**src/rtl/mult_accum_stage.sv**
```systemverilog
// Accumulates a burst of up to N_TERMS unsigned products; reports sum, term count and sticky overflow.
// Latency: result valid the cycle after the terminating product is accepted; one bubble per burst.
// Backpressure: in_ready is low while a result waits for out_ready; MULT_ACCUM_SAT_EN selects saturation.
module mult_accum_stage #(
    parameter int PROD_W  = 8,
    parameter int ACC_W   = 10,
    parameter int N_TERMS = 4
) (
    input  logic              clk,
    input  logic              rst_n,
    input  logic              in_valid,
    output logic              in_ready,
    input  logic [PROD_W-1:0] in_prod,
    input  logic              in_last,
    output logic              out_valid,
    input  logic              out_ready,
    output logic [ACC_W-1:0]  out_acc,
    output logic [3:0]        out_count,
    output logic              out_ovf
);

    localparam logic [3:0] LAST_IDX = 4'(N_TERMS - 1);

    typedef enum logic {
        ACC  = 1'b0,
        DONE = 1'b1
    } state_t;

    state_t             state;
    state_t             state_nxt;
    logic [ACC_W-1:0]   acc;
    logic [3:0]         cnt;
    logic               ovf;

    logic               accept;
    logic               term;
    logic [ACC_W:0]     sum;
    logic [ACC_W-1:0]   acc_nxt;
    logic [3:0]         cnt_nxt;
    logic               ovf_nxt;

    always_ff @(posedge clk) begin
        if (!rst_n) begin
            state <= ACC;
        end else begin
            state <= state_nxt;
        end
    end

    always_comb begin
        in_ready  = (state == ACC);
        out_valid = (state == DONE);
        accept    = in_valid && (state == ACC);
        sum       = {1'b0, acc} + (ACC_W+1)'(in_prod);
        cnt_nxt   = cnt + 4'd1;
        ovf_nxt   = ovf | sum[ACC_W];
`ifdef MULT_ACCUM_SAT_EN
        // Once saturated, stay pinned at full scale for the rest of the burst.
        acc_nxt   = (sum[ACC_W] || ovf) ? {ACC_W{1'b1}} : sum[ACC_W-1:0];
`else
        acc_nxt   = sum[ACC_W-1:0];
`endif
        term      = in_last || (cnt == LAST_IDX);
        state_nxt = state;
        case (state)
            ACC:     if (accept && term) state_nxt = DONE;
            DONE:    if (out_ready)      state_nxt = ACC;
            default: state_nxt = ACC;
        endcase
    end

    // Result registers are loaded with the final values on the terminating
    // accept, so they track acc/cnt/ovf in DONE and keep the last result in ACC.
    always_ff @(posedge clk) begin
        if (!rst_n) begin
            acc       <= '0;
            cnt       <= '0;
            ovf       <= 1'b0;
            out_acc   <= '0;
            out_count <= '0;
            out_ovf   <= 1'b0;
        end else begin
            case (state)
                ACC: begin
                    if (accept) begin
                        acc <= acc_nxt;
                        cnt <= cnt_nxt;
                        ovf <= ovf_nxt;
                        if (term) begin
                            out_acc   <= acc_nxt;
                            out_count <= cnt_nxt;
                            out_ovf   <= ovf_nxt;
                        end
                    end
                end
                DONE: begin
                    if (out_ready) begin
                        acc <= '0;
                        cnt <= '0;
                        ovf <= 1'b0;
                    end
                end
                default: ;
            endcase
        end
    end

endmodule

```
**config.mk**
```make
export PLATFORM = sky130hd
export DESIGN_NAME = mult_accum_stage
export DESIGN_NICKNAME = d
export VERILOG_FILES = /design/src/rtl/mult_accum_stage.sv
export SDC_FILE = /design/constraint.sdc
export NUM_CORES = 1
export LEC_CHECK = 0
export CAP_MARGIN = 20
export CORE_UTILIZATION = 25
export CTS_BUF_LIST = sky130_fd_sc_hd__clkbuf_2
export DETAILED_ROUTE_END_ITERATION = 8
export PLACE_DENSITY = 0.49
export SLEW_MARGIN = 20
export SYNTH_ARGS = -nofsm -noshare
export SYNTH_HDL_FRONTEND = slang
export SYNTH_SLANG_ARGS = --single-unit
```
**constraint.sdc**
```tcl
create_clock -name clk -period 2.55 [get_ports clk]
set_input_delay 0.765 -clock clk [delete_from_list [all_inputs] [get_ports clk]]
set_output_delay 0.765 -clock clk [all_outputs]
set_load 0.005 [all_outputs]
```
Word-level counts from Yosys, hierarchy flattened
Index checks and enable logic that the tools add are counted.
{"block": "word_totals", "in_bits": 13, "ff_bits": 31, "latchBits": 0, "elab_cells": 31, "mem_count": 0, "ram_bits": 0, "mem_bits_ro": 0}
{"block": "op_classes", "n_reduce_logical": 5, "n_div": 0, "muxes": 12, "multipliers": 0, "n_addsub": 2, "shifts": 0, "n_lt_le_gt_ge": 0, "n_eq_ne": 3, "n_bitwise": 2}
{"cell": "2-to-1 mux 10 bit", "count": 2}
{"cell": "case mux 10 bit (2 select lines)", "count": 1}
{"cell": "adder 10 x 8 -> 11 bit", "count": 1}
{"cell": "2-to-1 mux 4 bit", "count": 2}
{"cell": "case mux 4 bit (2 select lines)", "count": 1}
{"cell": "adder 4 x 1 -> 4 bit (second input constant)", "count": 1}
{"cell": "== test 4 x 2 -> 1 bit (second input constant)", "count": 1}
{"cell": "2-to-1 mux 1 bit", "count": 4}
{"cell": "case mux 1 bit (2 select lines)", "count": 2}
{"cell": "AND reduction 3 bit", "count": 1}
{"cell": "logical AND 1 bit", "count": 2}
{"cell": "!= test 2 x 1 -> 1 bit (second input constant)", "count": 1}
{"cell": "!= test 2 bit (second input constant)", "count": 1}
{"cell": "AND reduction 2 bit", "count": 1}
{"cell": "logical OR 1 bit", "count": 1}
{"cell": "inverter 1 bit", "count": 1}
{"cell": "bitwise OR 1 bit", "count": 1}

Logic depth before layout (Yosys ltp)
{"block": "depth", "word_depth": 5, "ltp_mapped": 7, "mapped_depth_nobuf": 7}

Worst setup path before layout
No wires, ideal clock.
{"block": "synth_path", "path_kind": "input to register", "from": "in in_prod[0]", "to": "reg acc[6]", "n_path_buf": 0, "t_arrival_ns": 2.285, "path_stages": 7, "slack_ns": 0.148, "setup_ns": 0.117, "cell_sequence": "ha_1 > fa_1 > a21o_1 > a21oi_2 > o21ai_1 > xor2_1 > a32o_1"}
{"block": "synth_between", "elab_chain_cells": 3}
{"element": "start, declared", "line_no": "13", "rtl": "input logic [PROD_W-1:0] in_prod,"}
{"element": "adder 10 x 8 -> 11 bit", "line_no": "54", "rtl": "sum = {1'b0, acc} + (ACC_W+1)'(in_prod);"}
{"element": "2-to-1 mux 10 bit", "line_no": "85", "rtl": "if (accept) begin"}
{"element": "case mux 10 bit (2 select lines)", "line_no": "83", "rtl": "case (state)"}
{"element": "end signal, assigned", "line_no": "86", "rtl": "acc <= acc_nxt;"}
{"element": "end, declared", "line_no": "31", "rtl": "logic [ACC_W-1:0] acc;"}
Every way passes these cells. The select of a mux whose other input is x is not followed.
A chain may end at the register's enable or synchronous reset.

Final worst setup path
{"block": "layout_path", "from": "in in_prod[0]", "to": "reg ovf"}
{"block": "layout_between", "elab_chain_cells": 4}
{"element": "adder 10 x 8 -> 11 bit", "line_no": "54"}
{"element": "bitwise OR 1 bit", "line_no": "56", "rtl": "ovf_nxt = ovf | sum[ACC_W];"}
{"element": "2-to-1 mux 1 bit", "line_no": "85"}
{"element": "case mux 1 bit (2 select lines)", "line_no": "83"}
{"element": "end signal, assigned", "line_no": "88", "rtl": "ovf <= ovf_nxt;"}
{"element": "end, declared", "line_no": "33", "rtl": "logic ovf;"}
Every way passes these cells. The select of a mux whose other input is x is not followed.

==> summary.md <==
| Metric | Value |
|---|---|
| Postcts setup bufs | `0` |
| Cell area after layout | `2220 um2` |
| Sw Ratio | `between 30% and 40%` |
| Hold-fix buffers, CTS | `0` |
| Clock slew at reported path FFs | `0.17 ns` |
| Yosys reg bits | `31` |
| Post-Syn Instances | `between 150 and 200` |
| TritonCTS buffer count | `5` |
| Status | `completed` |
| Net Sw Power | `379 uW` |
| Unrepaired setup endpoints after global routing | `false` |
| Buffers added on ports | `29` |
| Share of layout cells above drive strength 1 | `approximately 17%` |
| Setup Viol. Count Final | `0` |
| Max_slew headroom | `between 40% and 50%` |
| Sequential element share of the synthesized area | `between 30 and 40%` |
| Top cells by area, synth | `dfxtp_1 (37%), ha_1 (6.8%), nand2_1 (4.3%)` |
| Area of the die | `6970 um2` |
| Distinct cells, synth | `46` |
| Initial antenna violation count | `0` |
| Pin count of the biggest net entering global routing | `44` |
| Pwr Density | `566 nW/um2` |
| Fin crit share | `93.6%` |
| Comb pwr share | `28.4%` |
| Overall die height | `83.5 um` |
| Total Wirelength | `roughly 4200 um` |
| YS warnings | `0` |
| Final Slew Violations | `0` |
| Top_reg_cell synth | `dfxtp_1` |
| Maxcap violations | `0` |
| Synth Area per Inst | `8.97 um2` |
| Ports | `30` |
| Floorplan core area | `6390 um2` |
| Cts repair resizes | `0` |
| Global-route wire length before repair | `7040 um` |
| Design Power | `1260 uW` |
| Min cycle time layout | `2.39 ns` |
| Hold Slack | `approximately 0.47 ns` |
| Commonest cells after routing, fill and taps aside | `dfxtp_1 (31), clkdlybuf4s50_1 (29), nand2_1 (19)` |
| Nets | `between 200 and 300` |
| Peak VDD IR | `0.000176 V` |
| Reg power frac | `43.7%` |
| Synth top area share | `37.4%` |
| Die W | `83.5 um` |
| FFs w/ async S/R, synth | `0%` |
| Clock Sinks | `31` |
| Clk_lat worst skew | `roughly 0.40 ns` |
| FP Rows | `29` |
| Critical path launch point type | `input port` |
| 1st-pass router iterations | `4` |
| Final Hold Viols | `0` |
| RD Place Congestion | `0.771` |
| Initial Util | `26.0%` |
| Post-DP Area | `2160 um2` |
| Setup Skew | `0.0339 ns` |
| CP endpoint kind | `register` |
| Synth Net Count | `around 210` |
| Residual DRC | `0` |
| Post-route ant nets | `0` |
| Worst path required time | `2.83 ns` |
| Drt wl/cell | `13.8 um` |
| DR vias/cell | `4.78` |
| CTS tree | `built` |
| Fmax | `419 MHz` |
| Area grow syn2layout | `33.8%` |
| Leak pwr | `0.000902 uW` |
| Worst setup path category | `in -> reg` |
| Starting DRT DRC Count | `67` |
| Synth area leader | `dfxtp_1` |
| Hold crit path type | `reg -> reg` |
| GRT Util Overall | `around an eighth` |
| H-tree depth | `2` |
| Pint | `878 uW` |
| Mapped cell area | `about 1700 um2` |
| Setup TNS | `0 ns` |
| Detailed Place HPWL | `2940 um` |
| Clk root buf | `clkbuf_2` |
| Vias in the first global route | `1395` |
| Worst Tran Pin Value | `just under 0.8 ns` |
| Total gr overflow | `0` |
| Vias post-DR | `roughly 1500` |
| Clk pwr share | `27.9%` |
| ANT cells | `0` |
| Crit path DAT | `2.67 ns` |
| Post-synth EDFFs | `0` |
| Most common cell after layout, fill and taps aside | `dfxtp_1` |
| CP max FO | `6` |
| Clock Tree Buf Depth | `2` |
| Worst reg2reg setup slack | `between 0.6 and 0.7 ns` |
-- registers in the layout, indices dropped and copies added (netlist names) --
| register | count |
|---|---|
| out_count | 4 |
| out_ovf | 1 |
| acc | 10 |
| ovf | 1 |
| out_valid | 1 |
| out_acc | 10 |
| cnt | 4 |
-- metal layers --
metal | GRT usage, % | wire [um]
met4 | 5.08 | 64
met3 | 3.96 | 180
met1 | 17.5 | 2130
met5 | 0 | 0
met2 | 19.5 | 1840
-- final timing paths --
| kind | from | end | depth (start not counted) |
|---|---|---|---|
| worst max-delay path | in_prod[0] | ovf | 9 |
| worst min-delay path | out_acc[1] | out_acc[1] | 2 |
| worst max register to register | acc[0] | ovf | 8 |
| worst min register to register | out_acc[1] | out_acc[1] | 2 |
-- power groups by stage --
stage	logic, uW	clock network (uW)	registers (uW)
final	357	351	549
after global routing	393	394	555
after CTS	361	365	550
after detailed placement	359	0	560
after global placement	357	0	560
after floorplan	204	0	553
-- cell families (layout without fill, tap and decap cells) --
group | Yosys count | in the layout | share of synthesized area, %
and+or+nand+nor | 63 | 63 | 20.1
AOI/OAI and AO/OA | 57 | 57 | 25.4
DFF | 31 | 31 | 37.4
buffers and inverters | 15 | 59 | 4.29
adders and majority gates | 10 | 10 | 7.99
xor gates and xnor gates | 8 | 8 | 4.22
muxes | 1 | 1 | 0.603
-- per-stage QoR --
step	util, %	setup WS (ns)	std cells
final	34.8	0.163	306
after detailed placement	33.8	-0.264	298
after CTS	34.8	0.164	306
after global routing	34.8	0.0913	306
after global placement	33.8	-0.265	298
after floorplan	-	0.148	185
-- final cells by class --
| class | instances | area, um2 |
|---|---|---|
| Clock inverter | 3 | 38.8 |
| Inverter | 2 | 7.51 |
| Timing Repair Buffer | 49 | 465 |
| Clock buffer | 5 | 25.0 |
| Multi-Input combinational cell | 139 | 968 |
| Tap cell | 77 | 96.3 |
| Fill cell | 666 | 4160 |
| Sequential cell | 31 | 621 |
-- synth_stat cells (2+ instances only) --
cell type,number
buf_4,2
and3_1,3
nand3b_1,2
dfxtp_1,31
nor3b_1,2
inv_1,2
nand2_1,19
o21a_1,5
ha_1,9
buf_2,5
a32o_1,2
nor2_1,7
a21o_1,2
nand3_1,11
and2_1,4
o211ai_1,3
a21oi_2,3
o21ai_0,10
a22oi_1,5
clkbuf_1,5
nand4b_1,2
xor2_1,5
nor2b_1,7
xnor2_1,3
o211a_1,3
a21boi_0,4
nand4_1,3
a31oi_1,2
a21oi_1,7
-- critical path, cell delays in order --
cell and delay (ns):
clkdlybuf4s50_1 0.40, ha_1 0.23, fa_1 0.38, a21o_1 0.20, a21oi_2 0.17, buf_4 0.14
o31ai_2 0.10, a41oi_1 0.23, nor2_1 0.05
Power figures use the tool's default switching activity.
